**src/rtl/sonar_pkg.sv**
```systemverilog
// Shared sonar definitions: FSM state encoding, default timing constants and
// the echo-length clamp used by the echo emulator and the supersonic measurer.
package sonar_pkg;

    localparam int unsigned SONAR_CNT_W    = 32;
    localparam int unsigned SONAR_TRIG_MIN = 500;
    localparam int unsigned SONAR_BURST_DLY = 10000;
    localparam int unsigned SONAR_ECHO_MAX = 1900000;
    localparam int unsigned SONAR_HOLDOFF  = 2500000;

    typedef enum logic [2:0] {
        ST_IDLE      = 3'd0,
        ST_TRIG_HI   = 3'd1,
        ST_WAIT_FALL = 3'd2,
        ST_BURST     = 3'd3,
        ST_ECHO      = 3'd4,
        ST_HOLD      = 3'd5
    } sonar_state_e;

    // A zero or out-of-range target means "no object": report the full echo.
    function automatic logic [SONAR_CNT_W-1:0] clamp_echo_len(
        input logic [SONAR_CNT_W-1:0] target,
        input logic [SONAR_CNT_W-1:0] echo_max
    );
        if ((target == '0) || (target > echo_max)) begin
            return echo_max;
        end
        return target;
    endfunction

endpackage

```
**src/rtl/sonar_down_counter.sv**
```systemverilog
// Loadable 32-bit down-counter with terminal-count flag; stops at zero.
module sonar_down_counter
    import sonar_pkg::*;
#(
    parameter int unsigned W = SONAR_CNT_W
) (
    input  logic         clk,
    input  logic         rst_n,
    input  logic         load,
    input  logic [W-1:0] load_val,
    input  logic         en,
    output logic         zero
);

    logic [W-1:0] count_q;
    logic [W-1:0] count_d;

    always_comb begin
        count_d = count_q;
        if (load) begin
            count_d = load_val;
        end else if (en && (count_q != '0)) begin
            count_d = count_q - 1'b1;
        end
    end

    always_ff @(posedge clk or negedge rst_n) begin
        if (!rst_n) begin
            count_q <= '0;
        end else begin
            count_q <= count_d;
        end
    end

    assign zero = (count_q == '0);

endmodule

```
**config.mk**
```make
export PLATFORM = sky130hd
export DESIGN_NAME = sonar_down_counter
export DESIGN_NICKNAME = d
export VERILOG_FILES = /design/src/rtl/sonar_pkg.sv /design/src/rtl/sonar_down_counter.sv
export SDC_FILE = /design/constraint.sdc
export NUM_CORES = 1
export LEC_CHECK = 0
export CORE_MARGIN = 5
export CORE_UTILIZATION = 50
export DETAILED_ROUTE_END_ITERATION = 12
export PLACE_DENSITY_LB_ADDON = 0.3
export SLEW_MARGIN = 20
export SYNTH_ARGS = -nofsm -noshare
export SYNTH_HDL_FRONTEND = slang
export SYNTH_SLANG_ARGS = --single-unit
```
**constraint.sdc**
```tcl
create_clock -name clk -period 5.35 [get_ports clk]
set_clock_uncertainty 0.15 [all_clocks]
set_input_delay 1.07 -clock clk [delete_from_list [all_inputs] [get_ports clk]]
set_output_delay 1.07 -clock clk [all_outputs]
set_load 0.02 [all_outputs]
```
# Yosys cells after proc, flatten, opt, wreduce, memory -nomap -nowiden
# Index checks and enable logic that the tools add are counted.
# word_totals
reg_bits,32
inputBits,36
output_inout_bits,1
wordCells,8
# classes
addsub,1
muxes,2
reduce_logical,4
# ops
op,count
32-bit 2-to-1 mux,2
32-bit logical NOT,1
32-bit nonzero test,1
"32-bit by 1-bit subtractor with 32-bit output, second input constant",1
2-bit nonzero test,1
1-bit logical AND,1

# Logic depth before layout (Yosys ltp)
# Gate-level depths: netlist (run 1).
# depth
depth_word,4
ltp_mapped,10
ltp_nobuf,7

# Worst setup path after synthesis (run 1)
# No wires, ideal clock.
# synth_path
kind,reg-to-output
start,register count_q[0]
end,output zero
arrival_time_ns,1.872
required_time_ns,4.130
path_slack_ns,2.258
path_stages_with_launch,8
path_buffers,2
path_cell_list,dfrtp_1 inv_1 ha_1 nor4b_2 and3_1 clkbuf_1 and3_1 clkbuf_1
# synth_between
elab_chain_cells,1
# synth_lines
element,line,source
start: declaration,sonar_down_counter.sv:15,logic [W-1:0] count_q;
start signal: assignment,sonar_down_counter.sv:31,count_q <= count_d;
32-bit logical NOT,sonar_down_counter.sv:35,assign zero = (count_q == '0);
end: declaration,sonar_down_counter.sv:12,output logic zero
# Every way passes these cells.

# Worst setup path in the final report (run 1)
# layout_path
start,register count_q[24]
end,output zero
# The elaborated chain is that of the path after synthesis.

==> results of run 1 <==
## final cells by class
| cell class | count | area share |
|---|---|---|
| Tap cell | 50 | 0.0248 |
| Multi-Input combinational cell | 183 | 0.463 |
| Clock buffer | 6 | 0.0328 |
| Sequential cell | 32 | 0.318 |
| Clock inverter | 2 | 0.00397 |
| Inverter | 6 | 0.00893 |
| Timing Repair Buffer | 38 | 0.149 |
## power by group
group          internal, mW  switching [mW]  leakage (nW)  total [mW]
logic                0.0552          0.0522         0.474       0.107
registers             0.265          0.0283         0.377       0.293
clock network         0.103          0.0936        0.0510       0.196
total                 0.423           0.174         0.902       0.597
## metrics by stage
step | area, µm² | util | hold WS (ps) | power (mW)
CTS | 2520 | 0.630 | 365 | 0.598
detailed placement | 2430 | 0.607 | 350 | 0.404
floorplan | 2070 | - | 325 | 0.354
global placement | 2430 | 0.607 | 350 | 0.400
finish | 2520 | 0.630 | 367 | 0.597
global route | 2520 | 0.630 | 376 | 0.627
## per-layer routing
metal,track usage,share of wire
met1,0.258,0.44
met2,0.354,0.49
met3,0.0608,0.056
met4,0.0593,0.013
met5,0,0
## how the worst max path moves through the flow
stage / slack, ps / to / cells past startpoint
global placement: 1720 / zero / 4
global route: 1170 / zero / 6
CTS: 1320 / zero / 4
finish: 1300 / zero / 4
detailed placement: 1640 / zero / 4
floorplan: 2260 / zero / 7
## synth_stat cells, drive strengths merged (4+ instances only)
| cell type | count |
|---|---|
| nand2 | 22 |
| or3 | 7 |
| o21ai | 17 |
| o41ai | 7 |
| or4b | 5 |
| xnor2 | 8 |
| buf | 4 |
| nand4 | 7 |
| nor4 | 5 |
| a31oi | 13 |
| or4 | 7 |
| dfrtp | 32 |
| nor2 | 23 |
| inv | 5 |
| nor3 | 16 |
| nand3 | 7 |
| clkbuf | 9 |
## logic make-up after synthesis
family | synth area share
DFF | 0.387
AOI/OAI and AO/OA | 0.208
muxes | 0.00484
adders and majority gates | 0.00605
buffers and inverters | 0.0478
and+or+nand+nor | 0.303
xor gates and xnor gates | 0.0424
## critical path, stage by stage (launching register included)
cell             delay (ps)
dfrtp_1                 430
or4_1                   680
nor2b_1                 350
and3_1                  410
clkdlybuf4s50_1         670
==> results.yml, run 1 <==
run_status:
  status: "completed"
synth:
  avgSynthCellArea_um2: 8.83
  synth_ff_type: "dfrtp_1"
  postSynthCellCount: 234
  synth_top_area_frac: 0.387
  synth_largest_area_cell: "dfrtp_1"
  async_reset_ff_frac: 1.00
  ys_seq_elements: 32
  synth_nets: 271
  seq_area_frac_synth: 0.387
  synth_edf_count: 0
  yosysWarningCount: 0
  synth_cell_types: 53
  synthTopCellsByArea: "dfrtp_1 39%, nor2_1 4.2%, o21ai_0 4.1%, nand2_1 4.0%, a31oi_1 3.6%"
  syn-cell-area_um2: 2070
grt:
  grt_pass1_vias: 1878
  antenna_found_initial: 0
  track_usage: 0.208
  grt_pass1_wl_um: 8830
  overflow: 0
  grt_max_degree: 48
timing:
  drv_slew: 0
  final_hold_viol_count: 0
  slew_headroom: 0.525
  worstMarginPinSlew_ps: 708
  rsz0062_at_grt: "false"
  clock.fmax_mhz: 247
  setup_violations: 0
  fin_crit_ps: 4050
  tns_ps: 0
  worst_slack_ps: 1300
  period_share: 0.758
floorplanning:
  start_util: 0.517
  coreArea_um2: 4000
  dieArea_um2: 5520
  io_pins: 37
  die_h_um: 74.3
  die_x_um: 74.3
  num_rows: 23
worst_hold_path:
  whs_path_depth: 1
  min_to: "count_q[27]"
  hp-start: "count_q[27]"
  hold_class: "flip-flop to flip-flop"
cts:
  cts_setup_buffers: 0
  cts_root_buf: "clkbuf_8"
  ctsHoldBuffers: 0
  clock_insertion_delay_worst_skew_ps: 290
  ctsHtreeMaxLevel: 2
  cts_max_path_buffers: 2
  cts_tree: "done"
  clk_pin_slew_worst_paths_ps: 70
  cts_resized: 0
  cts_num_sinks: 32
  numCtsBuffers: 5
detailed_routing:
  viasPerCell: 6.25
  ant_nets: 0
  dr.pass1.iters: 5
  vias: 1981
  drc: 0
  drt_iter0_markers: 138
  routed_wl_um: 5270
  wl_per_cell_um: 16.6
setup_path:
  r2r_slack_ps: 2630
  crit_start: "count_q[24]"
  cp.required_ps: 4130
  worstSetupPathType: "flip-flop to primary output"
  startpoint_type: "flip-flop"
  crit_arrival_ps: 2830
  endpoint_kind: "primary output"
  critical_path_peak_fanout: 8
  reg2reg_depth: 5
  reg2reg_to: "count_q[27]"
  r2r-start: "count_q[24]"
place:
  pre_cts_ws_ps: 1640
  gp_congestion: 0.839
  portBuffers: 36
  hpwl_um: 3730
  post-place-cells: 309
cells_and_area:
  layout_common_cells: "36 x clkdlybuf4s50_1, 32 x dfrtp_1, 23 x nor2_1, 22 x nand2_1, 17 x o21ai_0"
  stdcell_count: 317
  final_layout_size_suffix_gt1_frac: 0.0712
  largest_register_ffs: 32
  reg_top3: "count_q: 32 flops"
  syn_to_final_growth_pct: 22.0
  largest_register: "count_q"
  regArea_um2: 801
  layout_commonest_cell: "clkdlybuf4s50_1"
  fillCellCount: 377
  layout.nets: 303
  multi_input_area_um2: 1170
  num_antenna_cells: 0
pwr:
  irDropWorstVdd_mv: 0.188
  p_per_area_nw_per_um2: 237
  p_leak_nw: 0.902
run:
  drv_cap: 0
(Power assumes the default switching activity.)
==> inputs of run 2 (changes only) <==
CORE_UTILIZATION = 47   (was 50)
clock period = 3.4 ns   (was 5.35 ns; I/O delays follow)
==> run 2 against run 1 <==
Utilization fell by 3.6 points. Sequential power is 58% higher. Largest power group unchanged. Sequential share of layout area shrank 0.60 points.
==> results.yml, run 2 (same netlist as run 1, synthesis figures left out) <==
cts:
  cts_max_path_buffers: 2
  ctsHoldBuffers: 0
  cts_root_buf: "clkbuf_8"
  ctsHtreeMaxLevel: 2
  cts_num_sinks: 32
  cts_tree: "done"
  clock_insertion_delay_worst_skew_ps: 290
  numCtsBuffers: 5
  clk_pin_slew_worst_paths_ps: 70
cells_and_area:
  num_antenna_cells: 0
  reg_top3: "count_q: 32 flops"
  final_layout_size_suffix_gt1_frac: 0.0916
  regArea_um2: 801
  final_util: 0.594
  multi_input_area_um2: 1170
  syn_to_final_growth_pct: 24.3
  largest_register: "count_q"
  design_area_um2: 2570
  layout_commonest_cell: "clkdlybuf4s50_1"
  layout.nets: 309
  layout_common_cells: "36 x clkdlybuf4s50_1, 32 x dfrtp_1, 23 x nor2_1, 22 x nand2_1, 17 x o21ai_0"
  fillCellCount: 401
  largest_register_ffs: 32
place:
  gp_congestion: 0.866
  hpwl_um: 3680
  placed_cell_area_um2: 2480
  portBuffers: 36
setup_path:
  critical_path_peak_fanout: 7
  cp.required_ps: 2570
  worstSetupPathType: "flip-flop to primary output"
  endpoint_kind: "primary output"
  startpoint_type: "flip-flop"
  crit_arrival_ps: 2420
timing:
  rsz0062_at_grt: "false"
  slew_headroom: 0.635
  hold-worst-slack_ps: 371
  fin_crit_ps: 3250
  worstMarginPinSlew_ps: 546
  setup_violations: 0
  tns_ps: 0
  clock.fmax_mhz: 308
  drv_slew: 0
  final_hold_viol_count: 0
  period_share: 0.956
floorplanning:
  start_util: 0.478
  die_x_um: 76.3
  die_h_um: 76.3
  dieArea_um2: 5820
  num_rows: 24
  io_pins: 37
  coreArea_um2: 4320
detailed_routing:
  wl_per_cell_um: 16.2
  viasPerCell: 6.15
  vias: 2000
  drc: 0
  dr.pass1.iters: 4
  ant_nets: 0
  routed_wl_um: 5260
  drt_iter0_markers: 160
grt:
  grt_pass1_vias: 1909
  busiest_layer: "met2"
  grt.met3_usage: 0.0461
  grt_max_degree: 47
  antenna_found_initial: 0
  track_usage: 0.183
  overflow: 0
  met2_usage: 0.292
  gr-usage-met1: 0.234
  grt_pass1_wl_um: 8830
pwr:
  irDropWorstVdd_mv: 0.174
  p_per_area_nw_per_um2: 367
  p_leak_nw: 0.927
worst_hold_path:
  hold_class: "flip-flop to flip-flop"
run:
  drv_cap: 0
run_status:
  status: "completed"
-- run 2: cell types whose count changed in the layout (fill, tap and decap cells not counted), sizes merged --
cell / previous run / this run
clkbuf: 6 / 8
clkinv: 3 / 1
buf: 2 / 8
-- run 2: where the power goes --
| part | switching [mW] | internal [mW] | leakage, nW |
|---|---|---|---|
| sequential | 0.0447 | 0.417 | 0.377 |
| clock | 0.144 | 0.165 | 0.0455 |
| combinational | 0.0812 | 0.0899 | 0.505 |
-- run 2: area by class of cell --
| class | count | share of cell area |
|---|---|---|
| Timing Repair Buffer | 44 | 0.164 |
| Clock buffer | 8 | 0.0351 |
| Inverter | 6 | 0.00876 |
| Multi-Input combinational cell | 183 | 0.456 |
| Tap cell | 52 | 0.0253 |
| Sequential cell | 32 | 0.312 |
-- run 2: metrics by stage --
stage          std cells  total power [mW]  setup slack, ps
2_1_floorplan        234             0.557              698
3_3_place_gp         317             0.635              445
3_5_place_dp         317             0.638              424
4_1_cts              325             0.948              109
5_1_grt              325             0.990             68.4
6_report             325             0.942              149
-- run 2: repair_timing --
action,4_1_cts,5_1_grt
buffers inserted,0,0
endpoints found under the setup margin,0,1
gates resized for setup,0,2
-- run 2: metal layers --
metal / part of all wire / wire length [µm]
met3: 0.067 / 354
met1: 0.44 / 2330
met2: 0.47 / 2480
met4: 0.018 / 95
met5: 0 / 0
-- run 2: worst max-delay path, stage by stage (launching register included) --
cell	delay, ps
dfrtp_1	420
inv_1	70
ha_1	180
nor4b_2	290
and3_2	330
and3_1	220
clkdlybuf4s50_1	620
-- run 2: worst paths after layout --
| kind | start | to | slack, ps | depth (start not counted) |
|---|---|---|---|---|
| setup / recovery | count_q[0] | zero | 150 | 6 |
| hold / removal | count_q[27] | count_q[27] | 370 | 1 |
| setup reg to reg | count_q[24] | count_q[27] | 690 | 6 |
| hold reg to reg | count_q[27] | count_q[27] | 370 | 1 |
| max in group asynchronous | rst_n | count_q[30] | 2160 | 2 |
| min in group asynchronous | rst_n | count_q[2] | 650 | 2 |
